## config.mk

```make
export PLATFORM = sky130hd
export DESIGN_NAME = game_ctrl
export DESIGN_NICKNAME = d
export VERILOG_FILES = /design/src/rtl/game_pkg.sv /design/src/rtl/game_ctrl_step_sched.sv /design/src/rtl/game_ctrl.sv
export SDC_FILE = /design/constraint.sdc
export NUM_CORES = 1
export LEC_CHECK = 0
export CORE_MARGIN = 5
export CORE_UTILIZATION = 45
export DETAILED_ROUTE_END_ITERATION = 10
export GPL_ROUTABILITY_DRIVEN = 0
export PLACE_DENSITY_LB_ADDON = 0.15
export SYNTH_ARGS = -nofsm -noshare
export SYNTH_HDL_FRONTEND = slang
export SYNTH_SLANG_ARGS = --single-unit
```

## constraint.sdc

```tcl
create_clock -name clk -period 2.4 [get_ports clk]
set_input_delay 0.36 -clock clk [delete_from_list [all_inputs] [get_ports clk]]
set_output_delay 0.36 -clock clk [all_outputs]
set_load 0.02 [all_outputs]
```

## src/rtl/game_pkg.sv

```systemverilog
// game_pkg: shared definitions for the bouncing-ball/paddle game.
// Holds the sequencer state encoding, the 640x480 playfield limits, the
// coordinate and score widths, and a small saturating-increment helper.
package game_pkg;

  typedef enum logic [2:0] {
    ST_IDLE  = 3'd0,
    ST_SERVE = 3'd1,
    ST_PLAY  = 3'd2,
    ST_MISS  = 3'd3,
    ST_OVER  = 3'd4
  } state_t;

  localparam int X_MIN   = 30;
  localparam int X_MAX   = 610;
  localparam int Y_MIN   = 30;
  localparam int Y_MAX   = 450;

  localparam int COORD_W = 11;
  localparam int SCORE_W = 8;

  // Score counts up to all-ones and then sticks there.
  function automatic logic [SCORE_W-1:0] satIncScore(input logic [SCORE_W-1:0] v);
    return (v == {SCORE_W{1'b1}}) ? v : v + 1'b1;
  endfunction

endpackage

```

## src/rtl/game_ctrl_step_sched.sv

```systemverilog
// step_sched: per-frame ball step scheduler.
// Ports:
//   clk, rst  - clock, asynchronous active-high reset
//   load_i    - frame_tick seen in PLAY (no miss): start a new burst
//   clear_i   - drop any pending steps (miss)
//   speed_i   - pixels per frame minus 1
//   step_o    - registered one-pixel strobe, speed_i+1 cycles per burst
module step_sched (
  input  logic       clk,
  input  logic       rst,
  input  logic       load_i,
  input  logic       clear_i,
  input  logic [1:0] speed_i,
  output logic       step_o
);

  logic [1:0] cnt_q;
  logic       step_q;

  // The first strobe of a burst is issued straight from the load, so the
  // counter only holds the steps that remain after it. A new load always
  // wins, which drops whatever was left of the previous burst.
  always_ff @(posedge clk or posedge rst) begin
    if (rst) begin
      cnt_q  <= 2'd0;
      step_q <= 1'b0;
    end else if (load_i) begin
      cnt_q  <= speed_i;
      step_q <= 1'b1;
    end else if (clear_i) begin
      cnt_q  <= 2'd0;
      step_q <= 1'b0;
    end else if (cnt_q != 2'd0) begin
      cnt_q  <= cnt_q - 2'd1;
      step_q <= 1'b1;
    end else begin
      step_q <= 1'b0;
    end
  end

  assign step_o = step_q;

endmodule

```

## src/rtl/game_ctrl.sv

```systemverilog
// game_ctrl: top-level sequencer for the bouncing-ball/paddle VGA game.
// Runs the IDLE/SERVE/PLAY/MISS/OVER state machine, keeps score, lives and
// ball speed, and drives the ball datapath with step/serve/bounce strobes.
// Ports:
//   clk, rst          - clock, asynchronous active-high reset
//   frame_tick        - one-cycle pulse per frame (start of vblank)
//   start_btn         - debounced, synchronised start button level
//   ball_x, ball_y    - current ball position
//   paddle_y          - top edge of the left paddle
//   ball_step         - strobe: ball advances one pixel
//   ball_serve        - strobe: ball reloads its serve position
//   bounce_x          - strobe: force ball x direction positive
//   score, lives      - hit count (saturating) and remaining lives
//   speed             - pixels per frame minus 1
//   state, game_over  - FSM encoding and OVER indicator
// All outputs are registered.
module game_ctrl #(
  parameter int LIVES        = 3,
  parameter int SERVE_FRAMES = 60,
  parameter int MISS_FRAMES  = 30,
  parameter int HIT_X        = 40,
  parameter int MISS_X       = 30,
  parameter int PADDLE_H     = 64,
  parameter int SPEEDUP_HITS = 5
) (
  input  logic        clk,
  input  logic        rst,
  input  logic        frame_tick,
  input  logic        start_btn,
  input  logic [10:0] ball_x,
  input  logic [10:0] ball_y,
  input  logic [10:0] paddle_y,
  output logic        ball_step,
  output logic        ball_serve,
  output logic        bounce_x,
  output logic [7:0]  score,
  output logic [1:0]  lives,
  output logic [1:0]  speed,
  output logic [2:0]  state,
  output logic        game_over
);

  import game_pkg::*;

  localparam logic [10:0] HIT_XV  = 11'(HIT_X);
  localparam logic [10:0] MISS_XV = 11'(MISS_X);

  state_t      state_q;
  logic [7:0]  score_q, score_d;
  logic [1:0]  lives_q;
  logic [1:0]  speed_q, speed_d;
  logic [3:0]  hitCnt_q, hitCnt_d;
  logic [7:0]  frameCnt_q;
  logic        lockout_q, btn_q, armed_q;
  logic        serve_q, bounce_q, over_q;

  logic        startEdge, playTick, inWindow, hit, miss;
  logic [11:0] yBall, yTop, yBot;

  // armed_q stays low for the first cycle out of reset, so the button copy
  // catches up with a button held through reset before any edge can count.
  assign startEdge = start_btn & ~btn_q & armed_q;
  assign playTick  = frame_tick & (state_q == ST_PLAY);

  // Window bounds are formed at 12 bits so a paddle near the bottom of the
  // coordinate range cannot wrap its lower edge back to the top.
  assign yBall    = {1'b0, ball_y};
  assign yTop     = {1'b0, paddle_y};
  assign yBot     = yTop + 12'(PADDLE_H);
  assign inWindow = (yBall >= yTop) && (yBall < yBot);

  assign hit  = playTick & (ball_x <= HIT_XV) & inWindow & ~lockout_q;
  assign miss = playTick & (ball_x <= MISS_XV) & ~hit & ~lockout_q;

  step_sched u_stepSched (
    .clk     (clk),
    .rst     (rst),
    .load_i  (playTick & ~miss),
    .clear_i (miss),
    .speed_i (speed_q),
    .step_o  (ball_step)
  );

  // Candidate values after a hit: score saturates, every SPEEDUP_HITS-th
  // hit wraps the hit counter and bumps speed (which saturates at 3).
  always_comb begin
    score_d  = satIncScore(score_q);
    hitCnt_d = hitCnt_q + 4'd1;
    speed_d  = speed_q;
    if (hitCnt_d == 4'(SPEEDUP_HITS)) begin
      hitCnt_d = 4'd0;
      speed_d  = (speed_q == 2'd3) ? speed_q : speed_q + 2'd1;
    end
  end

  always_ff @(posedge clk or posedge rst) begin
    if (rst) begin
      state_q    <= ST_IDLE;
      score_q    <= 8'd0;
      lives_q    <= 2'(LIVES);
      speed_q    <= 2'd0;
      hitCnt_q   <= 4'd0;
      frameCnt_q <= 8'd0;
      lockout_q  <= 1'b0;
      btn_q      <= 1'b0;
      armed_q    <= 1'b0;
      serve_q    <= 1'b0;
      bounce_q   <= 1'b0;
      over_q     <= 1'b0;
    end else begin
      btn_q    <= start_btn;
      armed_q  <= 1'b1;
      serve_q  <= 1'b0;
      bounce_q <= 1'b0;
      // A hit needs ball_x <= HIT_X, so this never fights the set below.
      if (frame_tick && (ball_x > HIT_XV)) lockout_q <= 1'b0;

      case (state_q)
        ST_IDLE, ST_OVER: begin
          if (startEdge) begin
            score_q    <= 8'd0;
            lives_q    <= 2'(LIVES);
            speed_q    <= 2'd0;
            hitCnt_q   <= 4'd0;
            serve_q    <= 1'b1;
            frameCnt_q <= 8'(SERVE_FRAMES);
            over_q     <= 1'b0;
            state_q    <= ST_SERVE;
          end
        end
        ST_SERVE: begin
          if (frame_tick) begin
            frameCnt_q <= frameCnt_q - 8'd1;
            if (frameCnt_q == 8'd1) state_q <= ST_PLAY;
          end
        end
        ST_PLAY: begin
          if (hit) begin
            bounce_q  <= 1'b1;
            score_q   <= score_d;
            lockout_q <= 1'b1;
            hitCnt_q  <= hitCnt_d;
            speed_q   <= speed_d;
          end else if (miss) begin
            hitCnt_q <= 4'd0;
            speed_q  <= 2'd0;
            lives_q  <= lives_q - 2'd1;
            if (lives_q == 2'd1) begin
              over_q  <= 1'b1;
              state_q <= ST_OVER;
            end else begin
              frameCnt_q <= 8'(MISS_FRAMES);
              state_q    <= ST_MISS;
            end
          end
        end
        ST_MISS: begin
          if (frame_tick) begin
            frameCnt_q <= frameCnt_q - 8'd1;
            if (frameCnt_q == 8'd1) begin
              serve_q    <= 1'b1;
              frameCnt_q <= 8'(SERVE_FRAMES);
              state_q    <= ST_SERVE;
            end
          end
        end
        default: state_q <= ST_IDLE;
      endcase
    end
  end

  assign ball_serve = serve_q;
  assign bounce_x   = bounce_q;
  assign score      = score_q;
  assign lives      = lives_q;
  assign speed      = speed_q;
  assign state      = state_q;
  assign game_over  = over_q;

endmodule

```

==> results.tsv <==
metric	value	unit
Int Power	1.31	mW
EDFF count, synth	0	
failing checks	setup timing	
Port-buffer cells	55	
P&R area growth vs syn	46.5	%
GRT Util Overall	0.182	
Die Y	84.6	um
share of cells above drive strength 1	0.229	
worst path required time	2.56	ns
RSZ-0062 raised after global routing	true	
part of the power in the clock network	0.225	
CTS tree	built	
Syn Nets	350	
Multi-input gate area	1670	sq um
CTS buffer count	5	
# Max-Cap Violations	0	
main combinational cell family by area after synthesis	simple AND/OR/NAND/NOR gates	
Final setup viols	21	
distinct cell type count after synthesis	53	
highest clock rate	394	MHz
H-tree depth	2	
cell count after synthesis	288	
Netlist Area Pre-Place	2500	sq um
cell area after layout	3670	sq um
Synth Warn #	0	
Worst Hold Class	input port to asynchronous set/reset pin	
Layout Nets	437	
Reg-to-Reg Start	state[2]	
worst setup path class	input port to flip-flop	
crit end category	flip-flop	
Adder-Cell Fraction of Synth Area	0.125	
sequential fraction of the synthesis area	0.361	
internal reg-to-reg setup slack	-0.01	ns
Placed Area	3380	sq um
Top FF cell, synth	dfrtp_1	
routed wire length	6470	um
startpoint class of the critical path	input port	
clk sinks	36	
antenna violations before repair	0	
Post-synth ARST share	1.00	
Comb pwr share	0.391	
clk root buf	clkbuf_8	
Max Slew Vio Count	0	
Reg2Reg Depth	9	
Slowest-stage cell, CP	or4bb_4	
Max Clock Skew	0.00749	ns
simple-gate portion of the synthesized area	0.236	
total I/O pin count	56	
DR pass1 iterations	4	
most frequent cells in the layout	40 x clkdlybuf4s50_1, 33 x dfrtp_1, 27 x nand2_1	
die area	7160	sq um
Overflow after GRT	0	
Fillers	465	
core box area	5470	sq um
status	finished, violations left	
detailed-route DRC error count	0	
Switching Power	0.719	mW
per-cell routed wire length	14.4	um
total power draw	2.03	mW
Crit path arrival time	2.70	ns
Flop pwr share	0.384	
#FFs+latches synth	36	
crit-path cells	buf_8 -> ha_4 -> nand3_4 -> xnor2_2 -> ha_1 -> and3_4 -> or4bb_4 -> a21oi_4 -> a2111oi_4 -> buf_4 -> o2bb2ai_4 -> and2_4 -> a31oi_1	
Iter 0 DRT Violations	51	
count of final hold-check violations	0	
cell family with most CP delay	simple AND/OR/NAND/NOR gates	
r2r endpoint	u_stepSched.cnt_q[1]	
Die Wd	84.6	um
row cnt	27	
pin count of the biggest net entering global routing	16	
Setup WS post-layout	-0.139	ns
hpwl dp	4870	um
power per cell area	552	nW/um^2
Slew @ Worst Pin	0.779	ns
Clock Latency Late Sink	0.29	ns
Starting Density	0.457	
Tcrit/Tclk final	1.06	
xor/xnor share of the synthesized area	0.0385	
Avg Synthesized Cell Area	8.69	sq um
Inserted Diodes	0	
Clock transition at path regs	0.08	ns
Pleak	1.68	nW
vias in the first global route	2361	
switching share of power	0.355	
clock buffer depth	2	
first-pass GRT wire length	10700	um
post-layout minimum cycle time	2.54	ns
ANT nets after route	0	
Slowest Stage Delay on Critical Path	0.47	ns
via count	2386	
Max rail drop VDD	0.000520	V
CP bufs+invs	2	
commonest non-fill, non-tap cell in the layout	clkdlybuf4s50_1	
drt via density	5.33	
Slew headroom	0.474	
FF+latch area	905	sq um
critical path peak fanout	7	
Compound-Gate Fraction of Synth Area	0.179	
post-synthesis mux area share	0.00450	
==> final cells by class <==
cell class                      instances  area share
Multi-Input combinational cell        219       0.456
Sequential cell                        36       0.247
Timing Repair Buffer                   86       0.219
Inverter                               27      0.0276
Tap cell                               72      0.0246
Clock buffer                            7      0.0235
Clock inverter                          1     0.00205
==> power by group through the flow <==
| stage | clock network (mW) | registers, mW | logic, mW |
|---|---|---|---|
| final | 0.456 | 0.778 | 0.792 |
| after global placement | 0 | 0.779 | 0.711 |
| after CTS | 0.471 | 0.773 | 0.760 |
| after floorplan | 0 | 0.797 | 0.431 |
| after detailed placement | 0 | 0.784 | 0.732 |
| after global routing | 0.491 | 0.789 | 0.874 |
==> worst reg2reg max path: cells and delay by family (launching register included) <==
| kind | cells | cell delay (ns) |
|---|---|---|
| flops | 1 | 0.39 |
| compound gates | 3 | 0.72 |
| simple gates | 4 | 0.91 |
| buf+inv | 2 | 0.31 |
==> per-stage QoR <==
step	setup TNS [ns]	hold slack [ns]	instances	util	setup WS, ns
detailed placement	-29.15	0.511	435	0.617	-1.03
floorplan	-2.22	0.391	288	-	-0.209
global route	-4.87	0.321	448	0.670	-0.256
finish	-1.45	0.296	448	0.670	-0.139
global placement	-27.14	0.495	435	0.617	-0.950
CTS	-0.415	0.302	448	0.652	-0.0754
==> kinds of logic (layout without fill, tap and decap cells) <==
logic type,count (synthesis),in the layout
buffers and inverters,33,121
multiplexers,1,1
AND/OR/NAND/NOR,114,114
adder cells (fa/ha/maj),25,25
AO/OA/AOI/OAI,67,67
other,1,1
XOR/XNOR,11,11
flip-flops,36,36
==> synthesized netlist by cell type, drive strengths merged (4+ instances only) <==
cell type  instances  area [sq um]
a22o               4          35.0
nand2             29           109
nand3             14          70.1
nor2b              4          25.0
nand4              5          31.3
a31oi              7          43.8
dfrtp             34           851
inv               27           101
a21oi             16          80.1
ha                25           313
nor3               8          40.0
xor2               7          61.3
nor2              23          88.8
xnor2              4          35.0
o21ai             19          95.1
nand2b             6          37.5
and2               6          40.0
and3               5          31.3
==> sequential cells by signal (all words and copies together), names as in the netlist <==
name and count:
hitCnt_q 4, armed_q 1, frameCnt_q 8, lockout_q 1, ball_serve 1, u_stepSched.cnt_q 2, lives 2, bounce_x 1
speed 2, state 3, score 8, btn_q 1, u_stepSched.step_o 1, game_over 1
==> how the worst max path moves through the flow <==
stage                 from       endpoint  slack, ns  cells past startpoint
2_1_floorplan  paddle_y[6]       score[0]      -0.21                     12
3_3_place_gp   paddle_y[6]  frameCnt_q[7]      -0.95                     13
3_5_place_dp   paddle_y[6]  frameCnt_q[7]      -1.03                     13
4_1_cts        paddle_y[7]  frameCnt_q[3]      -0.08                     13
5_1_grt        paddle_y[7]  frameCnt_q[3]      -0.26                     13
6_report       paddle_y[7]  frameCnt_q[3]      -0.14                     13
==> metal layers <==
metal  global-route usage  part of all wire
met5                    0                 0
met4               0.0633             0.018
met3               0.0451             0.041
met2                0.314              0.51
met1                0.219              0.43
==> timing repair <==
| item | CTS | global route |
|---|---|---|
| setup buffers | 7 | 0 |
| gates cloned | 0 | 0 |
| hold buffers | 0 | 0 |
| hold endpoints to repair | 0 | 0 |
| pin swaps | 29 | 11 |
| gates resized for setup | 58 | 25 |
| endpoints found under the setup margin | 33 | 31 |
(Power assumes the default switching activity.)
